## config.mk

```make
export PLATFORM = sky130hd
export DESIGN_NAME = pc_sequencer
export DESIGN_NICKNAME = d
export VERILOG_FILES = /design/src/rtl/pc_sequencer.sv
export SDC_FILE = /design/constraint.sdc
export NUM_CORES = 1
export LEC_CHECK = 0
export CAP_MARGIN = 30
export CORE_MARGIN = 2
export CORE_UTILIZATION = 47
export CTS_CLUSTER_SIZE = 8
export DETAILED_ROUTE_END_ITERATION = 6
export GPL_TIMING_DRIVEN = 1
export PLACE_DENSITY_LB_ADDON = 0.3
export SETUP_SLACK_MARGIN = 0.3
export SLEW_MARGIN = 40
export SYNTH_ARGS = -nofsm -noshare
export SYNTH_HDL_FRONTEND = slang
export SYNTH_SLANG_ARGS = --single-unit
```

## constraint.sdc

```tcl
create_clock -name clk -period 8.2 [get_ports clk]
set_input_delay 1.64 -clock clk [delete_from_list [all_inputs] [get_ports clk]]
set_output_delay 1.64 -clock clk [all_outputs]
set_load 0.02 [all_outputs]
```

## src/rtl/pc_sequencer.sv

```systemverilog
// Fetch-stage PC owner: resolves control transfers, keeps a return-address
// stack, and holds the squash window after every taken redirect.
module pc_sequencer #(
  parameter int ADDR_W      = 32,
  parameter int PC_STEP     = 4,
  parameter int RESET_PC    = 0,
  parameter int RAS_DEPTH   = 8,
  parameter int KILL_CYCLES = 1
) (
  input  logic              clk,
  input  logic              reset,
  input  logic              stall,
  input  logic              ZF,
  input  logic              NF,
  input  logic              Jump_F,
  input  logic              JR_F,
  input  logic              CLL,
  input  logic              RET,
  input  logic              BZ,
  input  logic              GZ,
  input  logic              LZ,
  input  logic [ADDR_W-1:0] br_target,
  input  logic [ADDR_W-1:0] j_target,
  input  logic [ADDR_W-1:0] jr_target,
  input  logic [ADDR_W-1:0] link_addr,
  output logic [ADDR_W-1:0] PC,
  output logic [1:0]        PC_Src,
  output logic              Kill,
  output logic              ras_empty,
  output logic              ras_full,
  output logic              ras_ovf,
  output logic              ras_unf
);

  localparam int PW = (RAS_DEPTH > 1) ? $clog2(RAS_DEPTH) : 1;
  localparam int CW = PW + 1;
  localparam logic [2:0] KILL_LOAD = 3'(KILL_CYCLES - 1);
  localparam logic [CW-1:0] RAS_MAX = CW'(RAS_DEPTH);

  logic [ADDR_W-1:0] ras_mem [RAS_DEPTH];
  logic [PW-1:0]     ptr;
  logic [PW-1:0]     ptr_top;
  logic [CW-1:0]     cnt;
  logic [2:0]        kill_cnt;

  logic              br_taken;
  logic              ctl_valid;
  logic              redirect;
  logic              push;
  logic              pop;
  logic [ADDR_W-1:0] next_pc;

  assign ptr_top   = ptr - PW'(1);
  assign ras_empty = (cnt == '0);
  assign ras_full  = (cnt == RAS_MAX);
  assign br_taken  = (BZ & ZF) | (GZ & ~ZF & ~NF) | (LZ & NF);
  assign ctl_valid = ~stall & (kill_cnt == '0);
  assign Kill      = redirect | (kill_cnt != '0);

  // Control inputs are only honoured outside stalls and kill windows.
  always_comb begin
    PC_Src   = 2'b00;
    redirect = 1'b0;
    push     = 1'b0;
    pop      = 1'b0;
    next_pc  = PC + ADDR_W'(PC_STEP);
    if (ctl_valid) begin
      if (RET) begin
        PC_Src   = 2'b10;
        redirect = 1'b1;
        pop      = 1'b1;
        next_pc  = ras_empty ? jr_target : ras_mem[ptr_top];
      end else if (JR_F) begin
        PC_Src   = 2'b10;
        redirect = 1'b1;
        next_pc  = jr_target;
      end else if (Jump_F | CLL) begin
        PC_Src   = 2'b11;
        redirect = 1'b1;
        push     = CLL;
        next_pc  = j_target;
      end else if (br_taken) begin
        PC_Src   = 2'b01;
        redirect = 1'b1;
        next_pc  = br_target;
      end
    end
  end

  always_ff @(posedge clk or posedge reset) begin
    if (reset) begin
      PC       <= ADDR_W'(RESET_PC);
      kill_cnt <= '0;
      ptr      <= '0;
      cnt      <= '0;
      ras_ovf  <= 1'b0;
      ras_unf  <= 1'b0;
    end else if (!stall) begin
      PC <= next_pc;
      if (redirect)
        kill_cnt <= KILL_LOAD;
      else if (kill_cnt != '0)
        kill_cnt <= kill_cnt - 3'd1;
      if (push) begin
        ptr <= ptr + PW'(1);
        if (ras_full)
          ras_ovf <= 1'b1;
        else
          cnt <= cnt + CW'(1);
      end else if (pop) begin
        if (ras_empty) begin
          ras_unf <= 1'b1;
        end else begin
          ptr <= ptr_top;
          cnt <= cnt - CW'(1);
        end
      end
    end
  end

  // Full pushes land on the oldest slot, which is where ptr already points.
  always_ff @(posedge clk) begin
    if (push && !reset)
      ras_mem[ptr] <= link_addr;
  end

endmodule

```

## Word level (Yosys, flattened, before mapping)

Memory sizes are Yosys's and may differ from the RTL's.
Cells that the tools add are included.
Widths: inputs -> output; s select.

- Equal/unequal tests: 3
- Bitwise operators: 13
- Muxes and demuxes: 33
- $add $sub $neg: 6
- Reductions and logical operators: 12

Operator list:

| kind | count |
|---|---|
| $mux 32 | 6 |
| $add 32x3->32 const B | 1 |
| $mux 4 | 4 |
| $mux 3 | 5 |
| $mux 1 | 14 |
| $mux 2 | 4 |
| $reduce_and 4->1 | 2 |
| $reduce_and 3->1 | 2 |
| $sub 3x1->3 const B | 2 |
| $and 1x1->1 | 5 |
| $add 4x1->4 const B | 1 |
| $eq 4x4->1 const B | 1 |
| $logic_not 4->1 | 1 |
| $not 1->1 | 4 |
| $or 1x1->1 | 4 |
| $reduce_bool 2->1 | 2 |
| $sub 4x1->4 const B | 1 |
| $add 3x1->3 const B | 1 |
| $logic_not 3->1 | 1 |
| $reduce_bool 3->1 | 1 |
| $ne 2x1->1 const B | 1 |
| $ne 2x2->1 const B | 1 |
| $reduce_and 2->1 | 1 |
| $logic_and 1x1->1 | 1 |
| $logic_not 1->1 | 1 |

- Memories kept: 1
- Bits of input ports: 140
- RAM bits: 256
- Logic and storage cells: 74
- Register bits: 44

Memories:

| name | depth | width | read ports | clocked after Yosys merged registers in | wr ports | line | RTL |
|---|---|---|---|---|---|---|---|
| ras_mem | 8 | 32 | 1 | 0 | 1 | 40 | `logic [ADDR_W-1:0] ras_mem [RAS_DEPTH];` |

## Depth between registers and ports, before layout

- Depth in word-level cells: 12
- Depth in mapped cells: 13
- Mapped depth without buffers: 12

## Worst setup path after synthesis

Ideal clock, no wire load.

- Kind: input port to flip-flop
- From: input JR_F
- To: memory ras_mem[2][0], enable pin
- Stages: 6
- Slack: 2.099 ns
- Path buffers: 2
- Arrival: 5.599 ns
- Data required time: 7.698 ns
- Cells stage by stage: clkbuf_1 nor2_1 and3_1 clkbuf_1 nand2_1 nor4_1

- Word-level cells in the longest chain between the ends: 6

RTL lines:

| element | line | RTL |
|---|---|---|
| start: declaration | 16 | `input logic JR_F,` |
| $mux 1 | 73 | `end else if (JR_F) begin` |
| $mux 1 | 68 | `if (RET) begin` |
| $mux 1 | 67 | `if (ctl_valid) begin` |
| $logic_and 1x1->1 | 123 | `if (push && !reset)` |
| $mux 1 | 123 |  |
| $mux 1 (not written as such) | 124 | `ras_mem[ptr] <= link_addr;` |
| end: declaration | 40 |  |

No other way between the ends.

## Worst setup path after layout

- From: input CLL
- To: output Kill

- Word-level cells in the longest chain between the ends: 6

RTL lines:

| element | line | RTL |
|---|---|---|
| start: declaration | 17 | `input logic CLL,` |
| $or 1x1->1 | 77 | `end else if (Jump_F \| CLL) begin` |
| $mux 1 | 77 |  |
| $mux 1 | 73 |  |
| $mux 1 | 68 |  |
| $mux 1 | 67 |  |
| $or 1x1->1 | 58 | `assign Kill = redirect \| (kill_cnt != '0);` |
| end: declaration | 28 | `output logic Kill,` |

No other way between the ends.

==> results.toml <==
[status]
status = "finished, final reports clean"

[global_route]
grtUsageTotal_pct = 27.4
grt_pass1_wl_mm = 63.2
antenna_found_initial = 0
grt_max_degree = 47
gr-total-overflow = 0
grt_pass1_vias = 10100

[critical_path]
startpoint_type = "input pin"
endpoint_kind = "primary output"
worstSetupStartpoint = "CLL"
crit_path_frequent_cell = "nand2_1"
worst_path_largest_cell_delay_ps = 730
worstPathArrival_ps = 4460
worst_ep_required_time_ps = 6560
crit_chain = "clkdlybuf4s50_1, or2_2, nor3_2, nand2_1, nand2_1, nand2_1, clkdlybuf4s50_1"
rr_startpoint = "kill_cnt[0]"
criticalPathCategory = "in2out"
slowest_stage = "nor3_2"
cp_max_fo = 36

[layout]
nNetsFinal = 1366
drive_gt1_share_pct = 13.6
finish.instance_area_mm2 = 0.0175
area_growth_pct = 25.3
n_antenna_cell = 0
layout.cells.non_filler = 1633

[placement]
dp.cells = 1564
dp.final_hpwl_mm = 28.4
numPortBuffers = 178
placed_cell_area_mm2 = 0.0163
globalplace.congestion = 0.970

[floorplan]
die_h_um = 176
die_w_um = 176
io_pins = 179
dieArea_mm2 = 0.0311
initial_core_util_pct = 47.5
core_mm2 = 0.0294
num_rows = 63

[detailed_routing]
drc = 0
viasPerCell = 6.21
dr_total_vias = 10100
wl_per_cell_um = 25.9
drtIter0Drc = 1172
dr.pass1.iters = 5
postRouteAntennaNets = 0
wirelength_mm = 42.3

[yosys]
avgSynthCellArea_um2 = 13.6
synth_area_mm2 = 0.0140
synth-edff-count = 256
synth_nets = 1175
ys_seq_elements = 300
ys_types = 74
synth_ff_type = "edfxtp_1"
synth-seq-area-share_pct = 63.0
synthTopCellsByArea = "edfxtp_1, mux4_2, dfrtp_1, nand2_1, a21oi_1"
synth-warning-count = 0
synth_top_area_cell = "edfxtp_1"
synthCells = 1028
synth_top_cell_area_share_pct = 55.1
ys_async_sr_fraction_pct = 14.7

[clocking]
path_clk_slew_ps = 50
holdBufCountCts = 0
cts.sinks = 300
h-tree-depth = 2
insertion_delay_ps = 540
clockBufferDepth = 3
cts-buffers-inserted = 43
cts_tree = "built"
cts-root-buf = "clkbuf_16"
postCtsSetupBuffers = 0
cts_resized = 0

[timing]
slew_headroom_pct = 44.5
skew_ps = 16.2
finalHoldViolations = 0
final_max_slew_viol_count = 0
rsz0062_at_grt = "no"
clock.fmax_mhz = 164
hold_slack_ps = 476
final.setup.tns_ps = 0
worst_pin_slew_ps = 828
fin_crit_ps = 6100
finalCritPeriodShare_pct = 74.4
setup_viol = 0

[worst_hold_path]
hp-class = "reg2reg"
hp-start = "kill_cnt[0]"

[job]
max-cap-violations = 0

[power_and_ir_drop]
vdd_drop_max_uv = 268
leakagePower_nw = 5.88
p_per_area_mw_per_mm2 = 331
-- sequential cells by signal (all words and copies together), names as in the netlist --
| register | cells |
|---|---|
| cnt | 4 |
| ras_unf | 1 |
| ptr | 3 |
| PC | 32 |
| ras_mem | 256 |
| ras_ovf | 1 |
| kill_cnt | 3 |
-- kinds of logic (layout without fill, tap and decap cells) --
logic type | Yosys count | after routing | synth area share (%)
DFF | 300 | 300 | 63.0
AOI/OAI and AO/OA | 264 | 264 | 12.7
xor gates and xnor gates | 13 | 13 | 0.870
muxes | 78 | 78 | 10.5
and+or+nand+nor | 285 | 285 | 9.94
adders and majority gates | 7 | 7 | 0.627
buffers and inverters | 81 | 296 | 2.37
-- synthesized netlist by cell type, drive strengths merged, types with 4 or more instances --
library cell / count
mux2i: 21
ha: 7
and3: 7
o21ai: 49
clkinv: 4
a21boi: 4
inv: 18
or3: 4
a211oi: 22
or4: 6
nand2: 93
a21o: 5
nand2b: 10
edfxtp: 256
a221o: 5
clkbuf: 30
o31ai: 5
and4: 5
and2: 8
o311ai: 7
a211o: 6
a2bb2oi: 4
a221oi: 7
nand4: 8
o211ai: 11
a21oi: 64
mux4: 55
nor2: 68
a31oi: 21
nor3: 20
xnor2: 8
o22ai: 8
nand3: 36
o21a: 11
nor4: 10
xor2: 5
dfrtp: 44
buf: 29
-- report_power, final --
| part | switching, W | internal, W |
|---|---|---|
| Combinational | 0.00124 | 0.000932 |
| Clock | 0.000616 | 0.000998 |
| Sequential | 0.000238 | 0.00177 |
| Total | 0.00209 | 0.00370 |
-- worst max-delay path, delay by kind of cell --
| kind | cells | cell delay, ps |
|---|---|---|
| buffers and inverters | 2 | 1050 |
| AND/OR/NAND/NOR | 5 | 1760 |
-- worst paths after layout --
path / to / slack [ps] / depth (start not counted)
max reg2reg: ras_mem[5][29] / 4310 / 9
min: kill_cnt[0] / 480 / 1
min in group asynchronous: cnt[0] / 1790 / 3
max: Kill / 2100 / 7
max in group asynchronous: ptr[0] / 5890 / 3
min reg2reg: kill_cnt[0] / 480 / 1
-- stage by stage --
stage | util [%] | setup WS, ps | total power, W
3_3_place_gp | 55.3 | 2140 | 0.00415
3_5_place_dp | 55.3 | 2130 | 0.00417
2_1_floorplan | - | 2100 | 0.00332
4_1_cts | 59.5 | 2120 | 0.00580
6_report | 59.5 | 2100 | 0.00579
5_1_grt | 59.5 | 1960 | 0.00604
-- routing by layer --
metal	vias to the layer above	routed length (µm)	track usage (%)
li1	4462	-	-
met1	5013	17100	37.1
met2	563	20000	44.5
met3	96	3570	4.80
met4	0	1610	10.8
met5	-	0	0
-- layout make-up --
cell class,count,area (µm²)
Multi-Input combinational cell,647,4920
Timing Repair Buffer,205,1980
Clock inverter,2,25.0
Fill cell,2253,11900
Sequential cell,300,8790
Clock buffer,67,1210
Inverter,22,82.6
Tap cell,390,488
-- layout by cell type, fill, tap and decap left out, types with 22 or more instances in the layout --
| cell | synthesis | layout |
|---|---|---|
| mux4_2 | 55 | 55 |
| nor2_1 | 67 | 62 |
| a21oi_1 | 64 | 64 |
| dfrtp_1 | 44 | 43 |
| o21ai_0 | 49 | 49 |
| nand2_1 | 93 | 93 |
| buf_4 | 1 | 27 |
| edfxtp_1 | 256 | 256 |
| nand3_1 | 36 | 36 |
| clkdlybuf4s50_1 | 0 | 177 |
| a211oi_1 | 22 | 22 |
| clkbuf_16 | 0 | 44 |
(Power assumes the default switching activity.)
